## src/rtl/rr_input_buffer.sv

```systemverilog
`default_nettype none
// ============================================================================
// Module   : rr_input_buffer
// Purpose  : Dual-ported, in-order instruction FIFO between decode (ID) and
//            register renaming (RR). Up to two entries are written per cycle,
//            and the two oldest entries are presented to RR. RR pops every
//            presented valid entry when ready_i is high. A flush empties the
//            buffer.
// Options  : RR_BUF_STATS_EN - enables the saturating ID-side stall counter
//            on stall_cnt. When it is undefined, stall_cnt is tied to zero.
// Revision : 1.0 - initial release
// ============================================================================
module rr_input_buffer #(
  parameter int DATA_W = 128,
  parameter int DEPTH  = 8
) (
  input  logic              clk,
  input  logic              rst,
  input  logic              flush_valid,
  input  logic              valid_i_1,
  input  logic [DATA_W-1:0] data_i_1,
  input  logic              valid_i_2,
  input  logic [DATA_W-1:0] data_i_2,
  output logic              ready_o,
  output logic              valid_o_1,
  output logic [DATA_W-1:0] data_o_1,
  output logic              valid_o_2,
  output logic [DATA_W-1:0] data_o_2,
  input  logic              ready_i,
  output logic [31:0]       stall_cnt
);

  localparam int C_PTR_W = $clog2(DEPTH);
  localparam int C_CNT_W = C_PTR_W + 1;
  // ready_o is high while at least two slots are free.
  localparam logic [C_CNT_W-1:0] C_READY_MAX = C_CNT_W'(DEPTH - 2);

  // Storage is deliberately not reset; count_q alone qualifies its contents.
  logic [DATA_W-1:0]  mem_q [DEPTH];
  logic [C_PTR_W-1:0] head_q, head_d;
  logic [C_PTR_W-1:0] tail_q, tail_d;
  logic [C_CNT_W-1:0] count_q, count_d;

  logic               w_push_en;
  logic               w_pop_en;
  logic [1:0]         w_push_num;
  logic [1:0]         w_pop_num;
  logic [C_PTR_W-1:0] w_head_nxt1;
  logic [C_PTR_W-1:0] w_tail_nxt1;
  logic [DATA_W-1:0]  w_wr_data_0;

  // Outputs come only from registered state. ready_o ignores same-cycle
  // pops, so there is no combinational path from ready_i to ready_o.
  assign ready_o   = (count_q <= C_READY_MAX);
  assign valid_o_1 = (count_q != '0);
  assign valid_o_2 = (count_q >= C_CNT_W'(2));

  // Pointer arithmetic wraps naturally because DEPTH is a power of two.
  assign w_head_nxt1 = head_q + C_PTR_W'(1);
  assign w_tail_nxt1 = tail_q + C_PTR_W'(1);
  assign data_o_1    = mem_q[head_q];
  assign data_o_2    = mem_q[w_head_nxt1];

  // Flush overrides both directions. Pushes are gated only by registered
  // ready_o, which is safe because two free slots are always guaranteed.
  assign w_push_en  = ready_o & ~flush_valid;
  assign w_pop_en   = ready_i & ~flush_valid;
  assign w_push_num = w_push_en ? ({1'b0, valid_i_1} + {1'b0, valid_i_2}) : 2'd0;
  assign w_pop_num  = w_pop_en  ? ({1'b0, valid_o_1} + {1'b0, valid_o_2}) : 2'd0;

  // Compaction: a lone slot-2 instruction still lands at the tail.
  assign w_wr_data_0 = valid_i_1 ? data_i_1 : data_i_2;

  // Next-state pointers and occupancy; flush returns to the empty state.
  always_comb begin
    head_d  = head_q;
    tail_d  = tail_q;
    count_d = count_q;
    if (flush_valid) begin
      head_d  = '0;
      tail_d  = '0;
      count_d = '0;
    end else begin
      head_d  = head_q + C_PTR_W'(w_pop_num);
      tail_d  = tail_q + C_PTR_W'(w_push_num);
      count_d = count_q + C_CNT_W'(w_push_num) - C_CNT_W'(w_pop_num);
    end
  end

  // Pointer and count registers; reset has priority over flush and push.
  always_ff @(posedge clk) begin
    if (rst) begin
      head_q  <= '0;
      tail_q  <= '0;
      count_q <= '0;
    end else begin
      head_q  <= head_d;
      tail_q  <= tail_d;
      count_q <= count_d;
    end
  end

  // Entry storage writes. A write during reset is harmless because count_q
  // is cleared in the same cycle, which leaves the slot invalid.
  always_ff @(posedge clk) begin
    if (w_push_num != 2'd0) begin
      mem_q[tail_q] <= w_wr_data_0;
    end
    if (w_push_num == 2'd2) begin
      mem_q[w_tail_nxt1] <= data_i_2;
    end
  end

`ifdef RR_BUF_STATS_EN
  logic [31:0] stall_cnt_q;

  // Count cycles where ID offers an instruction but the buffer refuses it.
  always_ff @(posedge clk) begin
    if (rst) begin
      stall_cnt_q <= '0;
    end else if (valid_i_1 & ~ready_o & ~flush_valid & (stall_cnt_q != '1)) begin
      stall_cnt_q <= stall_cnt_q + 32'd1;
    end
  end

  assign stall_cnt = stall_cnt_q;
`else
  assign stall_cnt = '0;
`endif

endmodule
`default_nettype wire

```

## config.mk

```make
export PLATFORM = sky130hd
export DESIGN_NAME = rr_input_buffer
export DESIGN_NICKNAME = d
export VERILOG_FILES = /design/src/rtl/rr_input_buffer.sv
export SDC_FILE = /design/constraint.sdc
export NUM_CORES = 2
export LEC_CHECK = 0
export CORE_ASPECT_RATIO = 0.9
export CORE_MARGIN = 4
export CORE_UTILIZATION = 53
export CTS_CLUSTER_DIAMETER = 80
export DETAILED_ROUTE_END_ITERATION = 7
export PLACE_DENSITY = 0.77
export SKIP_CTS_REPAIR_TIMING = 1
export SYNTH_ARGS = -nofsm -noshare
export SYNTH_HDL_FRONTEND = slang
export SYNTH_SLANG_ARGS = --single-unit
```

## constraint.sdc

```tcl
create_clock -name clk -period 8.9 [get_ports clk]
set_input_delay 0.89 -clock clk [delete_from_list [all_inputs] [get_ports clk]]
set_output_delay 0.89 -clock clk [all_outputs]
set_load 0.02 [all_outputs]
```

Word level (Yosys, flattened, before mapping):

Memories as Yosys holds them, arrays and structs flattened. A register that Yosys moved wholly into a read port is not among the register bits.
Cells that the tools add are included.

* memory bits (writable): 1024
* input port bits: 262
* memories: 1
* logic and storage cells: 29
* register bits: 10

Memories
* mem_q: words 8, width 128, read ports 2, clocked after memory_dff 1, write ports 2, line 39 `logic [DATA_W-1:0] mem_q [DEPTH];`

* bitwise gates (word level): 3
* reduce and logical (&&, ||, !) cells: 3
* mux-type cells: 8
* eq/ne operators: 1
* magnitude comparators: 2
* add/sub/neg operators: 8

Operators with widths (count)
* 2-to-1 mux 128 bit: 1
* adder 3 x 1 -> 3 bit, second input constant: 2
* adder 3 x 2 -> 3 bit: 2
* adder 1 x 1 -> 2 bit: 2
* adder 4 x 2 -> 4 bit: 1
* >= comparator 4 x 2 -> 1 bit, second input constant: 1
* <= comparator 4 x 3 -> 1 bit, second input constant: 1
* 2-to-1 mux 1 bit: 4
* 2-to-1 mux 2 bit: 2
* nonzero test 4 bit: 1
* subtractor 4 x 2 -> 4 bit: 1
* 2-to-1 mux 3 bit: 1
* AND 1 bit: 2
* == test 2 bit, second input constant: 1
* nonzero test 2 bit: 1
* OR reduction 2 bit: 1
* inverter 1 bit: 1

Longest topological paths before layout:

* word-level depth: 6
* mapped depth: 14
* mapped depth without buffers: 13

Worst setup path after synthesis:

Ideal clock, no wire load.

* kind: input port to flip-flop
* start: input valid_i_1
* end: memory mem_q[3][0] (enable)
* data arrival time: 8.161 ns
* data required time: 8.243 ns
* path slack: 0.081 ns
* buffers on the path: 0
* stages on the path: 5
* cell sequence: ha_1 or3b_1 nor2_2 a22oi_1 a21oi_1

RTL lines
* from (decl): line 20 `input logic valid_i_1,`
* to (decl): line 39

==> summary.txt <==
Placement
  • Placed instance area: 67000 sq um
  • RD Place Congestion: 0.8151
  • Dpl hpwl: 96.02 mm
  • PortBufs: 520

Detailed routing
  • DRC violations left: 0
  • Initial DRC count: 3605
  • Via count: 35610
  • Drt pass-1 iters: 6
  • Routed vias/inst: 6.625
  • Routed WL per cell: 31.43 um
  • DRT Wirelength: 168.9 mm
  • Antenna viol nets, final: 0

Layout
  • Fillers: 8093
  • Final core occ: 62.11%
  • Post-route design area: 70560 sq um
  • Nets: 4057
  • Layout cell share with drive strength beyond 1: 54.58%
  • Syn-to-layout area delta: 15.87%

Global routing
  • Antenna violations before repair: 21
  • Largest net degree at the start of global routing: 141
  • Vias in the first global route: 37390
  • Global-route wire length before repair: 248.6 mm
  • GRT Util Overall: 27.91%
  • Congestion Overflow GR: 0

Setup path
  • Worst EP required: 8.01 ns
  • Startpoint types: flip-flop
  • R2R Setup Slk: 4.74 ns
  • Critical path cell sequence: buf_12 > buf_4 > mux4_2 > mux2_2 > clkdlybuf4s50_1
  • CP max FO: 109
  • Max stage delay on crit path: 0.82 ns
  • CP Capture Type: primary output
  • Worst EP arrival: 4.73 ns
  • Setup Crit Path Kind: flip-flop to primary output
  • Critical Path Slowest Stage Cell: buf_4

STA
  • Worst slew pin tran: 1.432 ns
  • Setup TNS: 0 ns
  • Final slew viol count: 0
  • Final hold vios: 0
  • Layout Skew: 0.02284 ns
  • Hold Worst Slack: 0.6132 ns
  • Final setup viols: 0
  • Minimum clock period: 5.617 ns
  • Fin crit share: 63.11%
  • Slew margin rel.: 4.387%
  • Fmax: 178.0 MHz
  • Unrepaired setup endpoints after global routing: false

Power and ir drop
  • Power Dens Cells: 195.4 nW/um^2
  • Leakage: 22.32 nW
  • Total power draw: 13.79 mW
  • Max VDD drop: 0.1718 mV

Floorplan
  • Die Area: 120400 sq um
  • Die Width: 365.3 um
  • IO Pins: 553
  • Starting density of the core: 53.60%
  • Area of the core: 113600 sq um
  • Die Ht: 329.6 um
  • Placement Rows: 117

Synth
  • Mapped Cells: 3366
  • FF+latch count, synth: 1034
  • Avg Cell Area, Syn: 18.09 sq um
  • Number of synthesis warnings: 0
  • Post-synth top cells: mux2_2, edfxtp_1, mux4_2
  • Synth Cell Area: 60890 sq um
  • Count leader, synth: mux2_2
  • Leading area contributor after synthesis: edfxtp_1
  • EDFF count, synth: 1024
  • Synth area leaders: edfxtp_1, mux2_2, mux4_2
  • Top-area cell type share of the netlist area: 50.50%
  • Main synth FF type: edfxtp_1
  • Seq/Total Area, Yosys: 50.83%
  • Cell variety after synth: 38
  • Ys async rst share: 0%

Clocking
  • TritonCTS clock tree: done
  • Num CTS Buffers: 110
  • Worst-Skew Late Latency: 0.71 ns
  • CTS max path bufs: 3
  • CTS clk-pin slew, worst paths: 0.06 ns
  • Clk root buf: clkbuf_16
  • Htree depth: 3
  • Clock Sinks: 1034

Status
  • Status: finished, final reports clean

Job
  • Max-cap viol count: 0

Worst hold path
  • Hold WC Path Type: flip-flop to flip-flop
## flip-flops by register name, indices dropped and copies added, names as in the netlist
register	count
count_q	4
mem_q	1024
tail_q	3
head_q	3
## stage by stage
step,instances,setup WS [ns]
detailed placement,5154,3.852
finish,5375,3.283
global placement,5154,3.861
floorplan,3397,0.08121
CTS,5362,3.122
global route,5365,2.913
## cell families (layout without fill, tap and decap cells)
family,after synthesis,after routing,share of synthesized area (%)
adder cells (fa/ha/maj),16,16,0.3781
AND/OR/NAND/NOR,56,56,0.5076
AO/OA/AOI/OAI,19,19,0.2055
XOR/XNOR,6,6,0.08630
flip-flops,1034,1034,50.83
multiplexers,1920,1920,44.98
other,1,45,0.006158
buffers and inverters,314,792,3.014
## final timing paths
| check | from | endpoint | cells after the start |
|---|---|---|---|
| setup reg to reg | tail_q[1]$_SDFF_PP0_ | mem_q[7][89]$_DFFE_PP_ | 6 |
| setup / recovery | head_q[1]$_SDFF_PP0_ | data_o_1[7] | 5 |
| hold reg to reg | count_q[0]$_SDFF_PP0_ | count_q[0]$_SDFF_PP0_ | 2 |
| hold / removal | count_q[0]$_SDFF_PP0_ | count_q[0]$_SDFF_PP0_ | 2 |
## power by group
part,switching [mW],internal (mW),total [mW]
Sequential,0.0811,5.59,5.67
Clock,1.95,2.59,4.54
Combinational,1.74,1.84,3.58
Total,3.78,10.0,13.8
## per-layer routing
layer	GRT usage (%)	up-vias	wire, um	part of all wire (%)
met2	46.65	1631	84080	50
met1	36.99	18730	64940	38
li1	-	14920	-	-
met5	0	-	129	0.076
met4	8.784	18	5594	3.3
met3	5.775	311	14190	8.4
## critical path: cells and delay by family (launching register included)
family,cells,cell delay [ns]
mux,2,0.93
buf+inv,3,2.11
flops,1,0.72
## placed cells by master, fill, tap and decap left out, types with 4 or more instances in the layout
master	netlist	routed
mux2_2	1370	1370
edfxtp_1	1024	1024
clkdlybuf4s50_1	0	519
mux4_2	512	512
clkbuf_16	0	111
buf_4	41	44
mux2_1	38	38
conb_1	1	32
clkbuf_1	78	29
clkinv_1	0	27
clkinv_2	0	20
diode_2	0	13
nor2_1	12	12
ha_1	12	11
inv_1	10	10
bufinv_16	0	10
buf_12	0	10
nand2_4	0	8
a21oi_4	0	8
nand2_1	15	7
and2_1	7	7
dfxtp_1	10	7
xnor2_1	4	4
a22oi_1	4	4
nand3_1	4	4
a32oi_1	4	4
fa_1	4	4
## layout make-up
type                       instances  area, sq um  area share, %
sequential                      1034        30960          43.88
multi-input combinational       2049        28400          40.26
inverter                          10        37.54        0.05320
clock inverter                    68        636.9         0.9026
timing repair buffer             574         5737          8.131
antenna                           13        32.53        0.04611
clock buffer                     140         2887          4.091
tap                             1487         1861          2.637
No activity file was read; power rests on OpenSTA's default activity.
